<file path="config.mk">
export PLATFORM = sky130hd
export DESIGN_NAME = unidade_de_controle_flat
export DESIGN_NICKNAME = d
export VERILOG_FILES = /design/src/rtl/unidade_de_controle_pkg.sv /design/src/rtl/unidade_de_controle_if.sv /design/src/rtl/unidade_de_controle_avaliador_de_condicao.sv /design/src/rtl/unidade_de_controle.sv /design/src/flat_wrapper.sv
export SDC_FILE = /design/constraint.sdc
export NUM_CORES = 1
export LEC_CHECK = 0
export ABC_AREA = 1
export CAP_MARGIN = 20
export CORE_MARGIN = 2
export CORE_UTILIZATION = 30
export DETAILED_ROUTE_END_ITERATION = 8
export HOLD_SLACK_MARGIN = 0.05
export SYNTH_ARGS = -nofsm -noshare
export SYNTH_HDL_FRONTEND = slang
export SYNTH_SLANG_ARGS = --single-unit
</file>
<file path="constraint.sdc">
create_clock -name Clock_in -period 1.29 [get_ports Clock_in]
set_input_delay 0.1935 -clock Clock_in [delete_from_list [all_inputs] [get_ports Clock_in]]
set_output_delay 0.1935 -clock Clock_in [all_outputs]
set_load 0.02 [all_outputs]
</file>
<file path="src/rtl/unidade_de_controle_pkg.sv">
// Shared encodings for the control unit: opcodes, FSM states, branch conditions,
// ULA operation codes and datapath mux selects.
package cpu_defs;

  typedef enum logic [2:0] {
    OP_NOP    = 3'b000,
    OP_RTYPE  = 3'b001,
    OP_CONST  = 3'b010,
    OP_MEM    = 3'b011,
    OP_BR_IMM = 3'b100,
    OP_BR_REG = 3'b101,
    OP_RSVD   = 3'b110,
    OP_HALT   = 3'b111
  } opcode_e;

  typedef enum logic [3:0] {
    S_FETCH    = 4'd0,
    S_LOAD_IR  = 4'd1,
    S_DECODE   = 4'd2,
    S_EXEC     = 4'd3,
    S_MEM      = 4'd4,
    S_MEM_WAIT = 4'd5,
    S_WB       = 4'd6,
    S_PC_UPD   = 4'd7,
    S_HALT     = 4'd8
  } state_e;

  localparam logic [3:0] COND_ALWAYS = 4'b0000;
  localparam logic [3:0] COND_Z      = 4'b0001;
  localparam logic [3:0] COND_NZ     = 4'b0010;
  localparam logic [3:0] COND_C      = 4'b0011;
  localparam logic [3:0] COND_NC     = 4'b0100;
  localparam logic [3:0] COND_S      = 4'b0101;
  localparam logic [3:0] COND_NS     = 4'b0110;
  localparam logic [3:0] COND_V      = 4'b0111;
  localparam logic [3:0] COND_NV     = 4'b1000;

  // Flag register bit positions, matching the ULA_FLAGS bus order {Z, C, S, V}
  localparam int FLAG_Z = 3;
  localparam int FLAG_C = 2;
  localparam int FLAG_S = 1;
  localparam int FLAG_V = 0;

  localparam logic [4:0] OPULA_ADD = 5'd0;
  localparam logic [4:0] OPULA_AND = 5'd1;
  localparam logic [4:0] OPULA_OR  = 5'd2;
  localparam logic [4:0] OPULA_XOR = 5'd3;

  localparam logic [1:0] WB_SRC_ULA  = 2'b00;
  localparam logic [1:0] WB_SRC_MEM  = 2'b01;
  localparam logic [1:0] WB_SRC_LINK = 2'b10;

  localparam logic [1:0] PC_SRC_INC = 2'b00;
  localparam logic [1:0] PC_SRC_REL = 2'b01;
  localparam logic [1:0] PC_SRC_REG = 2'b10;

  function automatic logic [4:0] const_opula(input logic [1:0] opes);
    case (opes)
      2'b00:   return OPULA_ADD;
      2'b01:   return OPULA_AND;
      2'b10:   return OPULA_OR;
      default: return OPULA_XOR;
    endcase
  endfunction

endpackage

</file>
<file path="src/rtl/unidade_de_controle_if.sv">
// Datapath-facing bus of the control unit: instruction/ULA inputs and the
// strobes and mux selects it drives into the datapath.
interface unidade_de_controle_if;
  logic [31:0] MEM_INS_Q;
  logic        ULA_OUT_Ready;
  logic [3:0]  ULA_FLAGS;
  logic [31:0] INSTRUC;
  logic [4:0]  UNIDADE_CONTR_ULA_OPULA;
  logic        ULA_Enable;
  logic        ULA_Src_B;
  logic        B_R_Signal_read;
  logic        B_R_Signal_write;
  logic [1:0]  WB_Src;
  logic        MEM_DATA_WE;
  logic        PC_Signal_write;
  logic [1:0]  PC_Src;

  modport master (
    input  MEM_INS_Q, ULA_OUT_Ready, ULA_FLAGS,
    output INSTRUC, UNIDADE_CONTR_ULA_OPULA, ULA_Enable, ULA_Src_B,
           B_R_Signal_read, B_R_Signal_write, WB_Src,
           MEM_DATA_WE, PC_Signal_write, PC_Src
  );

  modport slave (
    output MEM_INS_Q, ULA_OUT_Ready, ULA_FLAGS,
    input  INSTRUC, UNIDADE_CONTR_ULA_OPULA, ULA_Enable, ULA_Src_B,
           B_R_Signal_read, B_R_Signal_write, WB_Src,
           MEM_DATA_WE, PC_Signal_write, PC_Src
  );
endinterface

</file>
<file path="src/rtl/unidade_de_controle_avaliador_de_condicao.sv">
// Branch condition evaluator: decides whether a conditional branch is taken
// from its COND field and the latched ULA flags.
module avaliador_de_condicao
  import cpu_defs::*;
(
  input  logic [3:0] cond,
  input  logic [3:0] flags,
  output logic       taken
);

  always_comb begin
    taken = 1'b0;
    case (cond)
      COND_ALWAYS: taken = 1'b1;
      COND_Z:      taken = flags[FLAG_Z];
      COND_NZ:     taken = !flags[FLAG_Z];
      COND_C:      taken = flags[FLAG_C];
      COND_NC:     taken = !flags[FLAG_C];
      COND_S:      taken = flags[FLAG_S];
      COND_NS:     taken = !flags[FLAG_S];
      COND_V:      taken = flags[FLAG_V];
      COND_NV:     taken = !flags[FLAG_V];
      default:     taken = 1'b0;
    endcase
  end

endmodule

</file>
<file path="src/rtl/unidade_de_controle.sv">
// Multi-cycle control unit: walks each instruction through fetch, decode,
// execute, memory and write-back, driving one write strobe at a time.
module unidade_de_controle
  import cpu_defs::*;
#(
  parameter int ULA_TIMEOUT = 15
) (
  input  logic                  Clock_in,
  input  logic                  Reset_n,
  unidade_de_controle_if.master bus,
  output logic                  Halted,
  output logic                  Error,
  output logic [3:0]            State
);

  localparam int CNT_W = $clog2(ULA_TIMEOUT + 1);
  localparam logic [CNT_W-1:0] CNT_LAST = CNT_W'(ULA_TIMEOUT - 1);

  state_e           state, next_state;
  logic [31:0]      ir;
  logic [3:0]       flags;
  logic [CNT_W-1:0] wait_cnt;
  logic             error_q;

  opcode_e opcode;
  logic    is_link, is_store, cond_taken;
  logic    ula_done, ula_timeout, latch_flags;

  logic       ula_enable, ula_src_b, br_read, br_write, mem_we, pc_write;
  logic [4:0] opula;
  logic [1:0] wb_src, pc_src;

  assign opcode   = opcode_e'(ir[31:29]);
  assign is_link  = ir[20];
  assign is_store = ir[20];

  assign ula_done    = (state == S_EXEC) && bus.ULA_OUT_Ready;
  assign ula_timeout = (state == S_EXEC) && !bus.ULA_OUT_Ready && (wait_cnt == CNT_LAST);
  assign latch_flags = ula_done && ((opcode == OP_RTYPE) || (opcode == OP_CONST));

  avaliador_de_condicao u_avaliador (
    .cond  (ir[27:24]),
    .flags (flags),
    .taken (cond_taken)
  );

  always_ff @(posedge Clock_in or negedge Reset_n) begin
    if (!Reset_n) begin
      state    <= S_FETCH;
      ir       <= '0;
      flags    <= '0;
      wait_cnt <= '0;
      error_q  <= 1'b0;
    end else begin
      state <= next_state;
      if (state == S_LOAD_IR) ir <= bus.MEM_INS_Q;
      if (latch_flags) flags <= bus.ULA_FLAGS;
      // Counter only runs while EXEC waits; any other state rearms it
      if ((state == S_EXEC) && !bus.ULA_OUT_Ready) wait_cnt <= wait_cnt + 1'b1;
      else wait_cnt <= '0;
      if (ula_timeout) error_q <= 1'b1;
    end
  end

  always_comb begin
    next_state = state;
    ula_enable = 1'b0;
    ula_src_b  = 1'b0;
    br_read    = 1'b0;
    br_write   = 1'b0;
    mem_we     = 1'b0;
    pc_write   = 1'b0;
    opula      = '0;
    wb_src     = WB_SRC_ULA;
    pc_src     = PC_SRC_INC;
    case (state)
      S_FETCH:   next_state = S_LOAD_IR;
      S_LOAD_IR: next_state = S_DECODE;
      S_DECODE: begin
        br_read = 1'b1;
        case (opcode)
          OP_RTYPE, OP_CONST, OP_MEM: next_state = S_EXEC;
          OP_BR_REG: next_state = is_link ? S_WB : S_PC_UPD;
          OP_HALT:   next_state = S_HALT;
          default:   next_state = S_PC_UPD;
        endcase
      end
      S_EXEC: begin
        ula_enable = 1'b1;
        case (opcode)
          OP_RTYPE: opula = ir[4:0];
          OP_CONST: begin
            opula     = const_opula(ir[20:19]);
            ula_src_b = 1'b1;
          end
          default: begin
            opula     = OPULA_ADD;
            ula_src_b = 1'b1;
          end
        endcase
        // A timed-out operation produced nothing to store or write back
        if (bus.ULA_OUT_Ready) next_state = (opcode == OP_MEM) ? S_MEM : S_WB;
        else if (ula_timeout) next_state = S_PC_UPD;
      end
      S_MEM: begin
        if (is_store) begin
          mem_we     = 1'b1;
          next_state = S_PC_UPD;
        end else begin
          next_state = S_MEM_WAIT;
        end
      end
      S_MEM_WAIT: next_state = S_WB;
      S_WB: begin
        br_write = 1'b1;
        if (opcode == OP_MEM) wb_src = WB_SRC_MEM;
        else if (opcode == OP_BR_REG) wb_src = WB_SRC_LINK;
        next_state = S_PC_UPD;
      end
      S_PC_UPD: begin
        pc_write = 1'b1;
        if ((opcode == OP_BR_IMM) && (ir[28] || cond_taken)) pc_src = PC_SRC_REL;
        else if (opcode == OP_BR_REG) pc_src = PC_SRC_REG;
        next_state = S_FETCH;
      end
      S_HALT:  next_state = S_HALT;
      default: next_state = S_FETCH;
    endcase
  end

  assign bus.INSTRUC                 = ir;
  assign bus.UNIDADE_CONTR_ULA_OPULA = opula;
  assign bus.ULA_Enable              = ula_enable;
  assign bus.ULA_Src_B               = ula_src_b;
  assign bus.B_R_Signal_read         = br_read;
  assign bus.B_R_Signal_write        = br_write;
  assign bus.WB_Src                  = wb_src;
  assign bus.MEM_DATA_WE             = mem_we;
  assign bus.PC_Signal_write         = pc_write;
  assign bus.PC_Src                  = pc_src;

  assign Halted = (state == S_HALT);
  assign Error  = error_q;
  assign State  = state;

endmodule

</file>
<file path="src/flat_wrapper.sv">
// flat-port wrapper written by rule: the top's interface ports become plain ports
module unidade_de_controle_flat import cpu_defs::*;
#(
  parameter int ULA_TIMEOUT = 15
)
  (Clock_in, Reset_n, Halted, Error, State, bus_MEM_INS_Q, bus_ULA_OUT_Ready, bus_ULA_FLAGS, bus_INSTRUC, bus_UNIDADE_CONTR_ULA_OPULA, bus_ULA_Enable, bus_ULA_Src_B, bus_B_R_Signal_read, bus_B_R_Signal_write, bus_WB_Src, bus_MEM_DATA_WE, bus_PC_Signal_write, bus_PC_Src);
  unidade_de_controle_if bus_i ();
  input  logic Clock_in;
  input  logic Reset_n;
  output logic Halted;
  output logic Error;
  output logic [3:0] State;
  input wire logic [$bits(bus_i.MEM_INS_Q)-1:0] bus_MEM_INS_Q;
  input wire logic [$bits(bus_i.ULA_OUT_Ready)-1:0] bus_ULA_OUT_Ready;
  input wire logic [$bits(bus_i.ULA_FLAGS)-1:0] bus_ULA_FLAGS;
  output wire logic [$bits(bus_i.INSTRUC)-1:0] bus_INSTRUC;
  output wire logic [$bits(bus_i.UNIDADE_CONTR_ULA_OPULA)-1:0] bus_UNIDADE_CONTR_ULA_OPULA;
  output wire logic [$bits(bus_i.ULA_Enable)-1:0] bus_ULA_Enable;
  output wire logic [$bits(bus_i.ULA_Src_B)-1:0] bus_ULA_Src_B;
  output wire logic [$bits(bus_i.B_R_Signal_read)-1:0] bus_B_R_Signal_read;
  output wire logic [$bits(bus_i.B_R_Signal_write)-1:0] bus_B_R_Signal_write;
  output wire logic [$bits(bus_i.WB_Src)-1:0] bus_WB_Src;
  output wire logic [$bits(bus_i.MEM_DATA_WE)-1:0] bus_MEM_DATA_WE;
  output wire logic [$bits(bus_i.PC_Signal_write)-1:0] bus_PC_Signal_write;
  output wire logic [$bits(bus_i.PC_Src)-1:0] bus_PC_Src;
  assign bus_i.MEM_INS_Q = bus_MEM_INS_Q;
  assign bus_i.ULA_OUT_Ready = bus_ULA_OUT_Ready;
  assign bus_i.ULA_FLAGS = bus_ULA_FLAGS;
  assign bus_INSTRUC = bus_i.INSTRUC;
  assign bus_UNIDADE_CONTR_ULA_OPULA = bus_i.UNIDADE_CONTR_ULA_OPULA;
  assign bus_ULA_Enable = bus_i.ULA_Enable;
  assign bus_ULA_Src_B = bus_i.ULA_Src_B;
  assign bus_B_R_Signal_read = bus_i.B_R_Signal_read;
  assign bus_B_R_Signal_write = bus_i.B_R_Signal_write;
  assign bus_WB_Src = bus_i.WB_Src;
  assign bus_MEM_DATA_WE = bus_i.MEM_DATA_WE;
  assign bus_PC_Signal_write = bus_i.PC_Signal_write;
  assign bus_PC_Src = bus_i.PC_Src;
  unidade_de_controle #(.ULA_TIMEOUT(ULA_TIMEOUT)) u_core (.Clock_in(Clock_in), .Reset_n(Reset_n), .bus(bus_i), .Halted(Halted), .Error(Error), .State(State));
endmodule
</file>
* Word-level counts from Yosys, hierarchy flattened *
Cells that the tools add are included.

operators by class
  $add $sub $neg = 1
  equal/unequal tests = 26
  reduce and logical (&&, ||, !) cells = 16
  multiplexer cells = 25

operators by type and width
  cell                 number
  $eq 4x3->1 const B   8
  $pmux 4 s8           1
  $eq 4x2->1 const B   4
  $mux 2               7
  $eq 4x4->1 const B   3
  $mux 4               3
  $pmux 4 s3           1
  $pmux 5 s2           1
  $eq 3x3->1 const B   3
  $mux 1               9
  $pmux 1 s9           1
  $eq 4x1->1 const B   2
  $logic_not 4->1      2
  $eq 3x2->1 const B   2
  $pmux 2 s3           1
  $logic_and 1x1->1    5
  $logic_not 1->1      5
  $mux 5               1
  $add 4x1->4 const B  1
  $eq 3x1->1 const B   1
  $ne 3x2->1 const B   1
  $reduce_or 3->1      1
  $eq 2x1->1 const B   1
  $eq 2x2->1 const B   1
  other kinds (2)      3

storage, ports and cells
  word-level logic and storage cells = 73
  input port bits = 39
  register bits = 45

* Longest topological paths before layout *
Gate-level depths: netlist of run 1.

  depth after elaboration = 6
  gate-level depth with buffers = 7
  gate-level depth less buffers = 7

* Cells and area by module *
Synthesis of run 1 repeated with hierarchy kept, for this count alone.

second synthesis, totals
  cell total of the unflattened synthesis = 282
  area, all modules = 2322.2 um2

modules (own cells, without submodules)
  module                 area each (um2)  cells an instance  times used  seq. area each (um2)
  unidade_de_controle    2187.1           251                1           1126.1
  avaliador_de_condicao  135.1            31                 1           0.0

* Worst setup path after synthesis of run 1 *
No wires, ideal clock.

  kind = reg2out
  start = register u_core.state[3] (netlist: u_core.State[3])
  end = output port bus_WB_Src[0]
  cell stages (with the launch flop) = 6
  slack = -532 ps
  data arrival time = 1628 ps
  path buffers = 0
  cells stage by stage = dfrtp_1 -> inv_1 -> nand2_1 -> nor3_1 -> inv_1 -> nor2_1

between the ends
  longest elaborated chain between the ends = 2

ends and longest elaborated chain
  element                 RTL line                   text
  start, declared         unidade_de_controle.sv:19  state_e state, next_state;
  start signal, assigned  unidade_de_controle.sv:55  state <= next_state;
  $eq 4x3->1              unidade_de_controle.sv:76  case (state)
  $mux 2                  unidade_de_controle.sv:76
  end, declared           flat_wrapper.sv:22         output wire logic [$bits(bus_i.WB_Src)-1:0] bus_WB_Src;

No other way between the ends.

* Worst setup path after layout of run 1 *
  start = register u_core.ir[26] (netlist: u_core.bus.INSTRUC[26])
  end = output port bus_PC_Src[0]

between the ends
  longest elaborated chain between the ends = 6
  elaborated cells on any way between the ends = 14
  classes of those cells = eq/ne: 8; mux: 3; reduce/logical: 3

ends and longest elaborated chain
  element                             RTL line                                         text
  start, declared                     unidade_de_controle.sv:20                        logic [31:0] ir;
  start signal, assigned              unidade_de_controle.sv:56                        if (state == S_LOAD_IR) ir <= bus.MEM_INS_Q;
  $eq 4x4->1 (tied with other cells)  unidade_de_controle_avaliador_de_condicao.sv:13  case (cond)
  $pmux 1 s9 *                        unidade_de_controle_avaliador_de_condicao.sv:13
  $logic_or 1x1->1 *                  unidade_de_controle.sv:122                       if ((opcode == OP_BR_IMM) && (ir[28] || cond_taken)) pc_src = PC_SRC_REL;
  $logic_and 1x1->1 *                 unidade_de_controle.sv:122
  $mux 2 *                            unidade_de_controle.sv:122
  $mux 2 *                            unidade_de_controle.sv:76
  end, declared                       flat_wrapper.sv:25                               output wire logic [$bits(bus_i.PC_Src)-1:0] bus_PC_Src;

Every way passes the cells marked *; elsewhere a longest branch is shown, timed or not.

==> results of run 1 <==
## flip-flops by register name, indices dropped and copies added, names as in the netlist
name and count:
u_core.flags 4, u_core.State 4, u_core.bus.INSTRUC 32, u_core.Error 1, u_core.wait_cnt 4
## critical path, delay by kind of cell, from the launching register on
family,cells,cell delay (ps)
buffers and inverters,1,130
DFF,1,420
and+or+nand+nor,4,370
AOI/OAI and AO/OA,2,360
## worst max-delay path by stage
| stage | endpoint | cells after the start |
|---|---|---|
| after floorplan | bus_WB_Src[0] | 5 |
| final | bus_PC_Src[0] | 7 |
| after detailed placement | bus_UNIDADE_CONTR_ULA_OPULA[0] | 6 |
| after global routing | bus_PC_Src[0] | 7 |
| after global placement | bus_UNIDADE_CONTR_ULA_OPULA[1] | 6 |
| after CTS | bus_UNIDADE_CONTR_ULA_OPULA[0] | 6 |
## area by class of cell
type	count	area share, %
clock buffers	5	1.55
clock inverters	3	0.508
inverters	24	2.43
multi-input cells	130	29.4
flip-flops and latches	45	25.6
well taps	96	2.71
repair buffers	176	37.8
## routing by layer
metal	GRT usage (%)	part of all wire, %	up-vias
met1	22.5	39	1054
met5	0	0	-
li1	-	-	1023
met4	5.79	2.9	0
met2	29.5	51	94
met3	4.66	6.6	19
## timing repair
item / CTS / global route
cloned: 3 / 0
setup endpoints to repair: 91 / 74
pin swaps: 16 / 20
hold buffers: 1 / 0
resized for setup: 261 / 79
hold endpoints to repair: 45 / 0
buffers inserted: 21 / 20
## stage by stage
step / utilization (%) / cells
5_1_grt: 64.5 / 479
3_5_place_dp: 53.5 / 439
3_3_place_gp: 53.5 / 439
6_report: 64.5 / 479
2_1_floorplan: - / 203
4_1_cts: 62.3 / 472
## power by group
group,internal (mW),switching (mW),leakage (nW)
sequential,2.06,0.550,0.527
combinational,4.15,3.71,1.54
clock,0.380,0.506,0.0364
total,6.60,4.76,2.10
## synthesized netlist by cell type, drive strengths merged
library cell  instances  area (sq um)
a21oi                15          75.1
nor3                  5          25.0
nand3                10          67.6
nand4                 2          12.5
a31o                  2          17.5
dfrtp                45          1130
nor2                 28           115
mux2                 25           375
nand2                29           111
xnor2                 1          8.76
buf                   4          38.8
o21ai                 9          45.0
xor2                  1          8.76
and3                  1          6.26
inv                  24          90.1
ha                    2          25.0
## cells by family after synthesis
| family | after synthesis | share of synthesized area [%] |
|---|---|---|
| compound gates | 26 | 6.41 |
| xor+xnor | 2 | 0.816 |
| fa+ha+maj | 2 | 1.16 |
| buf+inv | 28 | 6.00 |
| flops | 45 | 52.4 |
| mux | 25 | 17.5 |
| simple gates | 75 | 15.7 |
==> impl_metrics.ini, run 1 <==
[final_layout]
multi_input_area_sq_mm = 0.00130
layout_common_cells = buf_4, buf_6, dfrtp_1, clkdlybuf4s50_1, mux2_4
ff_latch_area_sq_mm = 0.00113
nNetsFinal = 423
diodes = 0
area_delta_synth_final_pct = 106
fill_cells = 544
layout_commonest_cell = buf_4
stdcell_area_sq_mm = 0.00443
drive_gt1_share_pct = 62.4

[sta]
relSlewSlack_pct = 82.6
skew_ps = 7.78
grt_setup_unrepaired = true
slew_violations = 0
fin_setup_tns_ps = -14050
tightest_slew_ps = 258
post-route-period-util_pct = 139
fmax_mhz = 558
final-setup-viol-count = 63
min_period_ps = 1790
final.setup.worst_slack_ps = -501
hold_viol = 0
holdWs_ps = 400

[route]
drt_wl_total_microns = 7290
ant_nets = 0
vias = 2190
initialDrtViolationCount = 65
drc_errors = 0
first_pass_iters = 4
avgRoutedWirePerCell_microns = 15.2
avgViaCountPerCell = 4.57

[power]
finalPower_mw = 11.4
p_leak_nw = 2.10
vdd.ir_drop.worst_mv = 1.08
p_per_area_mw_per_mm2 = 2560

[clock_network]
cts_buffer_depth = 2
root_buffer = clkbuf_8
cts_tree = yes
clock_sinks = 45
cts_buffers = 5
htreeDepth = 2
clock_latency_ps = 300
path_clk_slew_ps = 100

[logic_synthesis]
ys_seq_area_share_pct = 52.4
syn_inst = 203
syn_area_per_cell_sq_um = 10.6
synth_area_sq_mm = 0.00215
ys_types = 22
synth_warnings = 0
syn_nets = 244
synth-seq-cells = 45

[setup_path]
startpoint = u_core.bus.INSTRUC[26]$_DFFE_PN0P_
critPathMaxFanout = 4
crit_arrival_ps = 1600
cp_slowest_cell = dfrtp_1
cp.required_ps = 1100
r2r_end = u_core.bus.INSTRUC[19]$_DFFE_PN0P_
cp_cell_sequence = nor2_1 -> a21oi_1 -> nand3_2 -> nand2_1 -> nand2_2 -> a21oi_4 -> buf_6
r2r_cells = 6
crit_type = reg2out
cp-end-kind = output port
r2r_slack_ps = -270
reg2reg_from = u_core.State[1]$_DFFE_PN0P_
start_kind = flip-flop
slowest_delay_ps = 420

[floorplanning]
die_area_sq_mm = 0.00785
coreArea_sq_mm = 0.00687
start_util_pct = 31.3
fp.dieW_microns = 88.6
core.rowCount = 30
dieHeight_microns = 88.6
ios = 92

[grt]
antenna_found_initial = 0
grtUsageTotal_pct = 17.7
grt_pass1_wl_microns = 10600
grt_max_degree = 46
grt_pass1_vias = 2136
grt_overflow = 0

[status]
status = complete, but fails checks
violations = negative setup slack

[placement]
numPortBuffers = 91
post-place-ws_ps = -589
gp_congestion = 0.832
dpl-instance-area_sq_mm = 0.00368
dp_hpwl_microns = 4370

[min_path]
min_path_type = in2async

[job]
maxCapViolations = 0
Note: power is estimated with default switching activity, not from simulation.
==> run 2: changes to the inputs <==
--- a/config.mk
+++ b/config.mk
@@ -11,6 +11,7 @@
 export CORE_UTILIZATION = 30
 export DETAILED_ROUTE_END_ITERATION = 8
 export HOLD_SLACK_MARGIN = 0.05
+export REMOVE_ABC_BUFFERS = 1
 export SYNTH_ARGS = -nofsm -noshare
 export SYNTH_HDL_FRONTEND = slang
 export SYNTH_SLANG_ARGS = --single-unit
==> run 2 against run 1 <==
Against the previous run:
- the run still ends with negative setup slack left
- cell count is 2.7% lower
- largest power group unchanged
- critical path type unchanged
- largest cell class unchanged
- clock power increased by 25%
- non-clock buffer count is 13 lower
- highest routed layer unchanged
==> impl_metrics.ini, run 2 (same netlist as run 1, synthesis figures left out) <==
[placement]
numPortBuffers = 91
gp_congestion = 0.888
dp_cells = 442
dp_hpwl_microns = 4440

[power]
pwr-share-clk_pct = 10.5
p_int_mw = 6.37
p_per_area_mw_per_mm2 = 2580
power_frac_seq_pct = 23.6
finalPower_mw = 10.6
power_frac_comb_pct = 65.8
vdd.ir_drop.worst_mv = 1.16
p_switching_mw = 4.18
swShare_pct = 39.6
p_leak_nw = 2.01

[clock_network]
path_clk_slew_ps = 80
cts_buffers = 5
htreeDepth = 2
root_buffer = clkbuf_8
clock_sinks = 45
cts_buffer_depth = 2
clock_latency_ps = 300
cts_tree = yes

[route]
first_pass_iters = 4
ant_nets = 0
avgViaCountPerCell = 4.46
drt_wl_total_microns = 6590
drc_errors = 0
vias = 2078
initialDrtViolationCount = 46
avgRoutedWirePerCell_microns = 14.1

[sta]
final-setup-viol-count = 60
tightest_slew_ps = 462
skew_ps = 6.83
hold_viol = 0
slew_violations = 0
final.setup.worst_slack_ps = -385
relSlewSlack_pct = 69.2
min_period_ps = 1680
post-route-period-util_pct = 130
grt_setup_unrepaired = true
fmax_mhz = 597

[grt]
grtUsageTotal_pct = 17.2
grt_pass1_vias = 2117
grt_max_degree = 19
grt_overflow = 0
antenna_found_initial = 0
grt_pass1_wl_microns = 10200

[floorplanning]
die_area_sq_mm = 0.00785
start_util_pct = 31.3
ios = 92
core.rowCount = 30
coreArea_sq_mm = 0.00687
dieHeight_microns = 88.6
fp.dieW_microns = 88.6

[final_layout]
nNetsFinal = 410
ff_latch_area_sq_mm = 0.00113
fin_cells = 466
fill_cells = 602
layout_commonest_cell = buf_4
area_delta_synth_final_pct = 90.7
multi_input_area_sq_mm = 0.00110
diodes = 0
largest_reg_flops = 32
drive_gt1_share_pct = 52.2
layout_common_cells = buf_4, dfrtp_1, clkdlybuf4s50_1, buf_6, mux2_4

[min_path]
min_path_type = in2async

[job]
maxCapViolations = 0

[setup_path]
critPathMaxFanout = 6
crit_arrival_ps = 1480
start_kind = flip-flop
crit_type = reg2out
cp.required_ps = 1100
cp-end-kind = output port

[status]
violations = negative setup slack
status = complete, but fails checks
run 2: layout make-up:
type | count | share of cell area, %
clock buffers | 7 | 2.11
multi-input cells | 130 | 26.8
flip-flops and latches | 45 | 27.6
inverters | 24 | 2.38
clock inverters | 1 | 0.733
repair buffers | 163 | 37.4
well taps | 96 | 2.93
run 2: critical path, stage by stage (launching register included):
cell and delay [ps]:
dfrtp_2 460, nor2_4 150, inv_2 70, nor2_4 160
inv_4 90, nor2_1 110, buf_4 150
run 2: final timing paths:
check	startpoint	endpoint	slack (ps)	cells after the start
worst max-delay path	u_core.State[2]$_DFFE_PN0P_	bus_UNIDADE_CONTR_ULA_OPULA[4]	-390	6
worst min-delay path	Reset_n	u_core.Error$_DFFE_PN0P_	380	2
worst max register to register	u_core.State[2]$_DFFE_PN0P_	u_core.bus.INSTRUC[4]$_DFFE_PN0P_	-330	6
worst min register to register	u_core.wait_cnt[0]$_DFF_PN0_	u_core.wait_cnt[0]$_DFF_PN0_	490	1
max in group asynchronous	Reset_n	u_core.State[3]$_DFFE_PN0P_	440	3
min in group Clock_in	bus_ULA_FLAGS[0]	u_core.flags[0]$_DFFE_PN0P_	470	3
run 2: what timing repair did:
item	in CTS	in global routing
cloned	3	0
pin swaps	6	11
setup buffers	15	2
resized for setup	211	73
endpoints found under the hold margin	15	0
endpoints found under the setup margin	91	71
hold buffers	1	0
run 2: per-layer routing:
metal  share of wire (%)  vias to the layer above  track usage [%]
met4                 2.7                        0             6.75
li1                    -                     1000                -
met1                  41                      991             21.8
met3                 6.4                       15             5.50
met5                   0                        -                0
met2                  50                       72             27.4
run 2: per-stage QoR:
step	util (%)	instance area, sq um	setup TNS [ps]	hold slack [ps]	worst slack [ps]
4_1_cts	57.6	3960	-13010	385	-352
6_report	59.6	4100	-14960	380	-385
2_1_floorplan	-	2110	-25760	-102	-704
3_5_place_dp	52.3	3590	-14860	171	-535
3_3_place_gp	52.3	3590	-14320	167	-517
5_1_grt	59.6	4100	-18610	421	-487
run 2: power groups by stage:
stage	registers [mW]	clock network [mW]	logic [mW]
final	2.49	1.11	6.95
after global routing	2.58	1.21	7.42
after CTS	2.46	1.15	6.52
after detailed placement	2.48	0	5.87
after global placement	2.48	0	5.81
after floorplan	3.21	0	2.06
==> run 3: changes to the inputs <==
--- a/config.mk
+++ b/config.mk
@@ -10,6 +10,7 @@
 export CORE_MARGIN = 2
 export CORE_UTILIZATION = 30
 export DETAILED_ROUTE_END_ITERATION = 8
+export GPL_ROUTABILITY_DRIVEN = 0
 export HOLD_SLACK_MARGIN = 0.05
 export REMOVE_ABC_BUFFERS = 1
 export SYNTH_ARGS = -nofsm -noshare
==> results of run 3 <==
Same layout as run 2: the final DEF is identical, and so are final timing and power.
==> RTL edit 1, RTL diff (config.mk and constraints of run 2) <==
Put one more register stage on the output `Error`, with the module's reset. The value now appears one clock later. The other outputs are not delayed to match.
--- a/src/rtl/unidade_de_controle.sv
+++ b/src/rtl/unidade_de_controle.sv
@@ -140,7 +140,13 @@
   assign bus.PC_Src                  = pc_src;
 
   assign Halted = (state == S_HALT);
-  assign Error  = error_q;
+  always_ff @(posedge Clock_in or negedge Reset_n) begin
+    if (!Reset_n) begin
+      Error <= '0;
+    end else begin
+      Error <= error_q;
+    end
+  end
   assign State  = state;
 
 endmodule
Formal check against the unedited RTL: no difference found for any inputs over 10 cycles, from zero or initial values and one cycle with Reset_n low; that may be too few to reach the edited logic, so the function may still have changed.
==> RTL edit 1 against run 2 <==
The run still ends with setup timing left. Largest cell class unchanged. Routed wire length increased by 7.2%. Critical path depth unchanged. Worst setup slack got worse by 0.055 ns. Sequential power increased by 5%. Cell area increased by 4.9%. Clock skew decreased by 0.0024 ns. Sequential cell count increased by 1. Synthesized area increased by 1.2%. Cell count increased by 2.4%. Total power increased by 2.9%.
==> RTL edit 1: results (changes against run 2) <==
Setup path
  – Cells on worst reg2reg path: 7 (+1)
  – Max incr delay on CP: around 0.45 ns
  – Data arrival, critical path: 1.54 ns (+0.06 ns)
  – Worst R2R Setup Slack: -0.36 ns (-0.03 ns)
  – Critical Path Sink: bus_UNIDADE_CONTR_ULA_OPULA[1]
  – R2R Path End: u_core.bus.INSTRUC[11]

Global route
  – First-pass GRT wire length: 10000 um (-2.0%)
  – Routing usage on met1: 21.3% (-0.46 points)
  – Met3 Use GR: 3.88% (-1.6 points)
  – Global router's overall resource usage: 16.6% (-0.66 points)
  – Largest net degree at the start of global routing: 29 (+10)
  – GRT met2 Usage: 27.9% (+0.47 points)

Power and ir drop
  – Max VDD drop: 0.00130 V (+12%)
  – Share of power burned in registers: 24.1% (+0.5 points)
  – P_sw: 4410 uW (+5.5%)
  – PwrDens: 2530 nW/um2 (-1.9%)
  – Logic power comb: 7410 uW (+6.6%)
  – Pleak: 0.00207 uW (+3.1%)

Place
  – GP Congestion: 0.895 (+0.77%)
  – Placed cells: 443 (+0.23%)
  – Post-DP HPWL: 4340 um (-2.3%)
  – DP Area: 3590 um2 (-0.17%)
  – Place WS: -0.543 ns (-0.00801 ns)

Timing
  – Setup TNS Final: -18.64 ns (-3.68 ns)
  – Final worst-path setup slack: -0.440 ns (-0.0548 ns)
  – Final Setup Violations: 61 (+1.7%)
  – Clk_skew: 0.00447 ns (-0.00235 ns)
  – Worst slew margin: 70.2% (+1.0 points)

Min path
  – Worst hold path type: in -> async

Routing
  – M1 WL: 2920 um (+7.9%)
  – Total wire length: 7060 um (+7.2%)
  – Routed wl met3: 382 um (-9.9%)
  – Met2 routed WL: 3630 um (+11%)
  – DRT iter0 DRCs: 67 (+46%)
  – Wire per inst: 14.8 um (+4.7%)
  – Post-DR vias/cell: 4.43 (-0.61%)

Finish
  – NumNets Final: 419 (+2.2%)
  – Layout cells sized above 1: 55.3% (+3.1 points)

Clock network
  – Num CTS Buffers: 5 (unchanged)
  – CTS-repair resized insts: 230 (+9.0%)
  – Max Buffers Root-to-Sink: 2 (unchanged)
  – # hold bufs at CTS: 1 (unchanged)
  – Postcts setup bufs: 23 (+8)
  – Root Driver: clkbuf_8

Synthesis
  – Async SR Flop Fraction: 100% (unchanged)
  – Synth Area per Inst: 10.7 um2 (+0.67%)
  – Synth cell count leaders: 46 x dfrtp_1, 28 x nand2_1, 26 x nor2_1
  – Sequential area share after synthesis: 53.0% (+0.55 points)
  – Ranking of synthesized cells by area: dfrtp_1 53%, mux2_4 17%, nand2_1 4.8%

Run status
  – Violated checks: setup timing
  – Status: complete, but fails checks
RTL edit 1: cell families after synthesis:
family	count (synthesis)	synth area share, %
muxes	25	17.3
adders and majority gates	2	1.15
DFF	46	53.0
and+or+nand+nor	75	15.5
buffers and inverters	28	5.93
AOI/OAI and AO/OA	26	6.33
xor gates and xnor gates	2	0.806
RTL edit 1: worst min-delay path by stage:
stage | end | slack, ns | cells past startpoint
final | u_core.flags[2] | 0.41 | 2
after global routing | u_core.Error | 0.43 | 0
after CTS | u_core.Error | 0.39 | 0
after detailed placement | u_core.flags[2] | 0.17 | 1
after global placement | u_core.flags[2] | 0.16 | 1
after floorplan | u_core.Error | -0.10 | 0
RTL edit 1: area by class of cell:
| class | count | area, um2 |
|---|---|---|
| inverters | 24 | 100 |
| multi-input cells | 130 | 1190 |
| clock buffers | 7 | 76.3 |
| well taps | 99 | 124 |
| repair buffers | 171 | 1650 |
| fillers | 615 | 2840 |
| flip-flops and latches | 46 | 1160 |
==> RTL edit 2, RTL diff (flow settings as in run 2) <==
Without the edit above. `ULA_TIMEOUT` is set to 15 in 2 places; all go to 30.
--- a/src/rtl/unidade_de_controle.sv
+++ b/src/rtl/unidade_de_controle.sv
@@ -3,7 +3,7 @@
 module unidade_de_controle
   import cpu_defs::*;
 #(
-  parameter int ULA_TIMEOUT = 15
+  parameter int ULA_TIMEOUT = 30
 ) (
   input  logic                  Clock_in,
   input  logic                  Reset_n,
--- a/src/flat_wrapper.sv
+++ b/src/flat_wrapper.sv
@@ -1,7 +1,7 @@
 // flat-port wrapper written by rule: the top's interface ports become plain ports
 module unidade_de_controle_flat import cpu_defs::*;
 #(
-  parameter int ULA_TIMEOUT = 15
+  parameter int ULA_TIMEOUT = 30
 )
   (Clock_in, Reset_n, Halted, Error, State, bus_MEM_INS_Q, bus_ULA_OUT_Ready, bus_ULA_FLAGS, bus_INSTRUC, bus_UNIDADE_CONTR_ULA_OPULA, bus_ULA_Enable, bus_ULA_Src_B, bus_B_R_Signal_read, bus_B_R_Signal_write, bus_WB_Src, bus_MEM_DATA_WE, bus_PC_Signal_write, bus_PC_Src);
   unidade_de_controle_if bus_i ();
Behaviour: no difference found for any inputs over 10 cycles, from zero or initial values and one cycle with Reset_n low; that may be too few to reach the edited logic, so the function may still have changed.
==> RTL edit 2 against run 2 <==
The flow still finishes with violations (setup timing). Clock skew up 0.0098 ns. Total power up 8.9%. Worst hold slack better by 0.016 ns. Synthesized area up 3.0%. Worst setup slack about the same. Fmax about the same. Count of clock-buffer cells in the layout unchanged. Sequential cell count up 1. Cell area up 9.7%. Routed wire length up 9.1%. Cell count up 5.2%. Critical path type unchanged. Highest routed layer unchanged.
==> RTL edit 2: results (changes against run 2) <==
Routing
  – DRT Pass-1 Iters: 4 (unchanged)
  – Post-DR vias/cell: 4.39 (-1.5%)
  – Total wire length: 7190 um (+9.1%)
  – DRT iter0 DRCs: 82 (+78%)

Finish
  – Layout cells sized above 1: 58.3% (+6.1 points)
  – N_diodes: 0 (unchanged)
  – NumNets Final: 431 (+5.1%)
  – Filler cells: 571 (-5.1%)
  – Largest register FFs: 32 (unchanged)

Synthesis
  – Post-synthesis mux area share: 16.1% (-1.4 points)
  – Xor/xnor share of the synthesized area: 1.19% (+0.37 points)
  – Async SR Flop Fraction: 100% (unchanged)
  – Synth Area in Adders: 1.13% (-0.034 points)
  – Yosys warnings: 0 (unchanged)
  – Ranking of synthesized cells by area: dfrtp_1 52%, mux2_4 16%, nor2_1 5.1%
  – Synth cell count leaders: 46 x dfrtp_1, 30 x nor2_1, 29 x nand2_1
  – Sequential area share after synthesis: 52.0% (-0.41 points)
  – Synth unique cells: 25 (+14%)
  – Post-synth EDFFs: 0 (unchanged)
  – Compound-cell area share of the yosys netlist: 7.52% (+1.1 points)

Clock network
  – Num CTS Buffers: 5 (unchanged)
  – Clk slew on worst S/H paths: roughly 0.090 ns
  – Max Buffers Root-to-Sink: 2 (unchanged)
  – H-tree depth: 2 (unchanged)
  – Later-pin clock latency in the skew report: 0.30 ns (about the same)
  – Root Driver: clkbuf_8

Setup path
  – R2R Path End: u_core.bus.INSTRUC[15]
  – Data arrival, critical path: 1.48 ns (about the same)
  – Worst R2R Setup Slack: -0.37 ns (-0.04 ns)
  – Largest fanout on the critical path: 6 (unchanged)
  – Cells on worst reg2reg path: 7 (+1)
  – RR Startpoint: u_core.State[2]

Timing
  – Final Setup Violations: 63 (+5.0%)
  – Slew of the pin with the lowest slew margin: 0.275 ns (-0.187 ns)
  – Clk_skew: 0.0166 ns (+0.00975 ns)
  – Final worst-path setup slack: -0.385 ns (-0.0000450 ns)

Global route
  – Met3 Use GR: 5.62% (+0.11 points)
  – GRT met2 Usage: 29.6% (+2.2 points)
  – Global router's overall resource usage: 17.5% (+0.30 points)
  – Routing usage on met1: 21.9% (+0.079 points)
  – Largest net degree at the start of global routing: 47 (+28)
  – Initial antenna violation count: 0 (unchanged)
  – First-pass GRT wire length: 11400 um (+12%)
  – Vias in the first global route: 2361 (+12%)

Power and ir drop
  – Max VDD drop: 0.00128 V (+10%)
  – Pleak: 0.00213 uW (+6.0%)

Place
  – GP Congestion: 0.789 (-11%)
  – Port Buffers: 91 (unchanged)
  – Post-DP HPWL: 4250 um (-4.3%)

Run status
  – Violated checks: setup timing
  – Status: complete, but fails checks

Min path
  – Worst hold path type: in -> async
## RTL edit 2: changes by cell type after synthesis, moves of 2 or more
cell and change:
mux2_4 -2, o21ai_0 -2, inv_1 +2, o21ai_1 +4, nor2_1 +4, a21oi_1 -2
## RTL edit 2: worst max-delay path by stage
stage,from,to,depth (start not counted)
global placement,u_core.bus.INSTRUC[24],bus_PC_Src[0],8
global route,u_core.bus.INSTRUC[24],bus_PC_Src[0],8
finish,u_core.bus.INSTRUC[24],bus_PC_Src[0],8
floorplan,u_core.State[1],bus_WB_Src[0],4
CTS,u_core.bus.INSTRUC[24],bus_PC_Src[0],8
detailed placement,u_core.bus.INSTRUC[24],bus_PC_Src[0],8
## RTL edit 2: what timing repair did
item | in CTS | in global routing
endpoints found under the hold margin | 46 | 0
buffers inserted | 27 | 14
cloned | 3 | 0
gates resized for setup | 259 | 98
pin swaps | 12 | 17
setup endpoints to repair | 90 | 74
hold buffers | 1 | 0
## RTL edit 2: worst max-delay path: stages, from the launching register on
cell	delay, ns
dfrtp_2	0.43
buf_6	0.11
nor2_1	0.04
nand2_1	0.05
nand3_1	0.07
o21ai_1	0.13
nand2_1	0.08
a21oi_2	0.14
buf_6	0.13
## RTL edit 2: metrics by stage
step / setup WS [ns] / TNS [ns] / hold WS (ns) / cells / cell area [um2]
3_5_place_dp: -0.622 / -12.76 / 0.196 / 450 / 3630
5_1_grt: -0.486 / -19.89 / 0.430 / 490 / 4490
3_3_place_gp: -0.590 / -11.75 / 0.205 / 450 / 3630
2_1_floorplan: -0.553 / -14.38 / -0.102 / 207 / 2170
4_1_cts: -0.398 / -14.63 / 0.401 / 486 / 4220
6_report: -0.385 / -16.78 / 0.396 / 490 / 4490
## RTL edit 2: cell type report
type	count	share of cell area [%]
Clock inverter	1	0.111
Multi-Input combinational cell	135	28.5
Clock buffer	7	1.92
Tap cell	99	2.76
Inverter	26	2.73
Timing Repair Buffer	176	38.2
Sequential cell	46	25.8
## RTL edit 2: per-layer routing
metal	vias up	wire, um	share of wire (%)
li1	1044	-	-
met1	1026	3010	42
met2	75	3630	51
met3	8	474	6.6
met4	0	76	1.1
met5	-	0	0
## RTL edit 2: power breakdown
group / leakage [uW] / internal (uW) / switching (uW)
registers: 0.000547 / 2090 / 512
logic: 0.00153 / 4270 / 3680
clock network: 0.0000482 / 434 / 506
total: 0.00213 / 6800 / 4700
## RTL edit 2: cell families after synthesis
kind of cell,after synthesis
buffers and inverters,30
xor gates and xnor gates,3
adders and majority gates,2
AOI/OAI and AO/OA,28
muxes,24
and+or+nand+nor,78
DFF,46
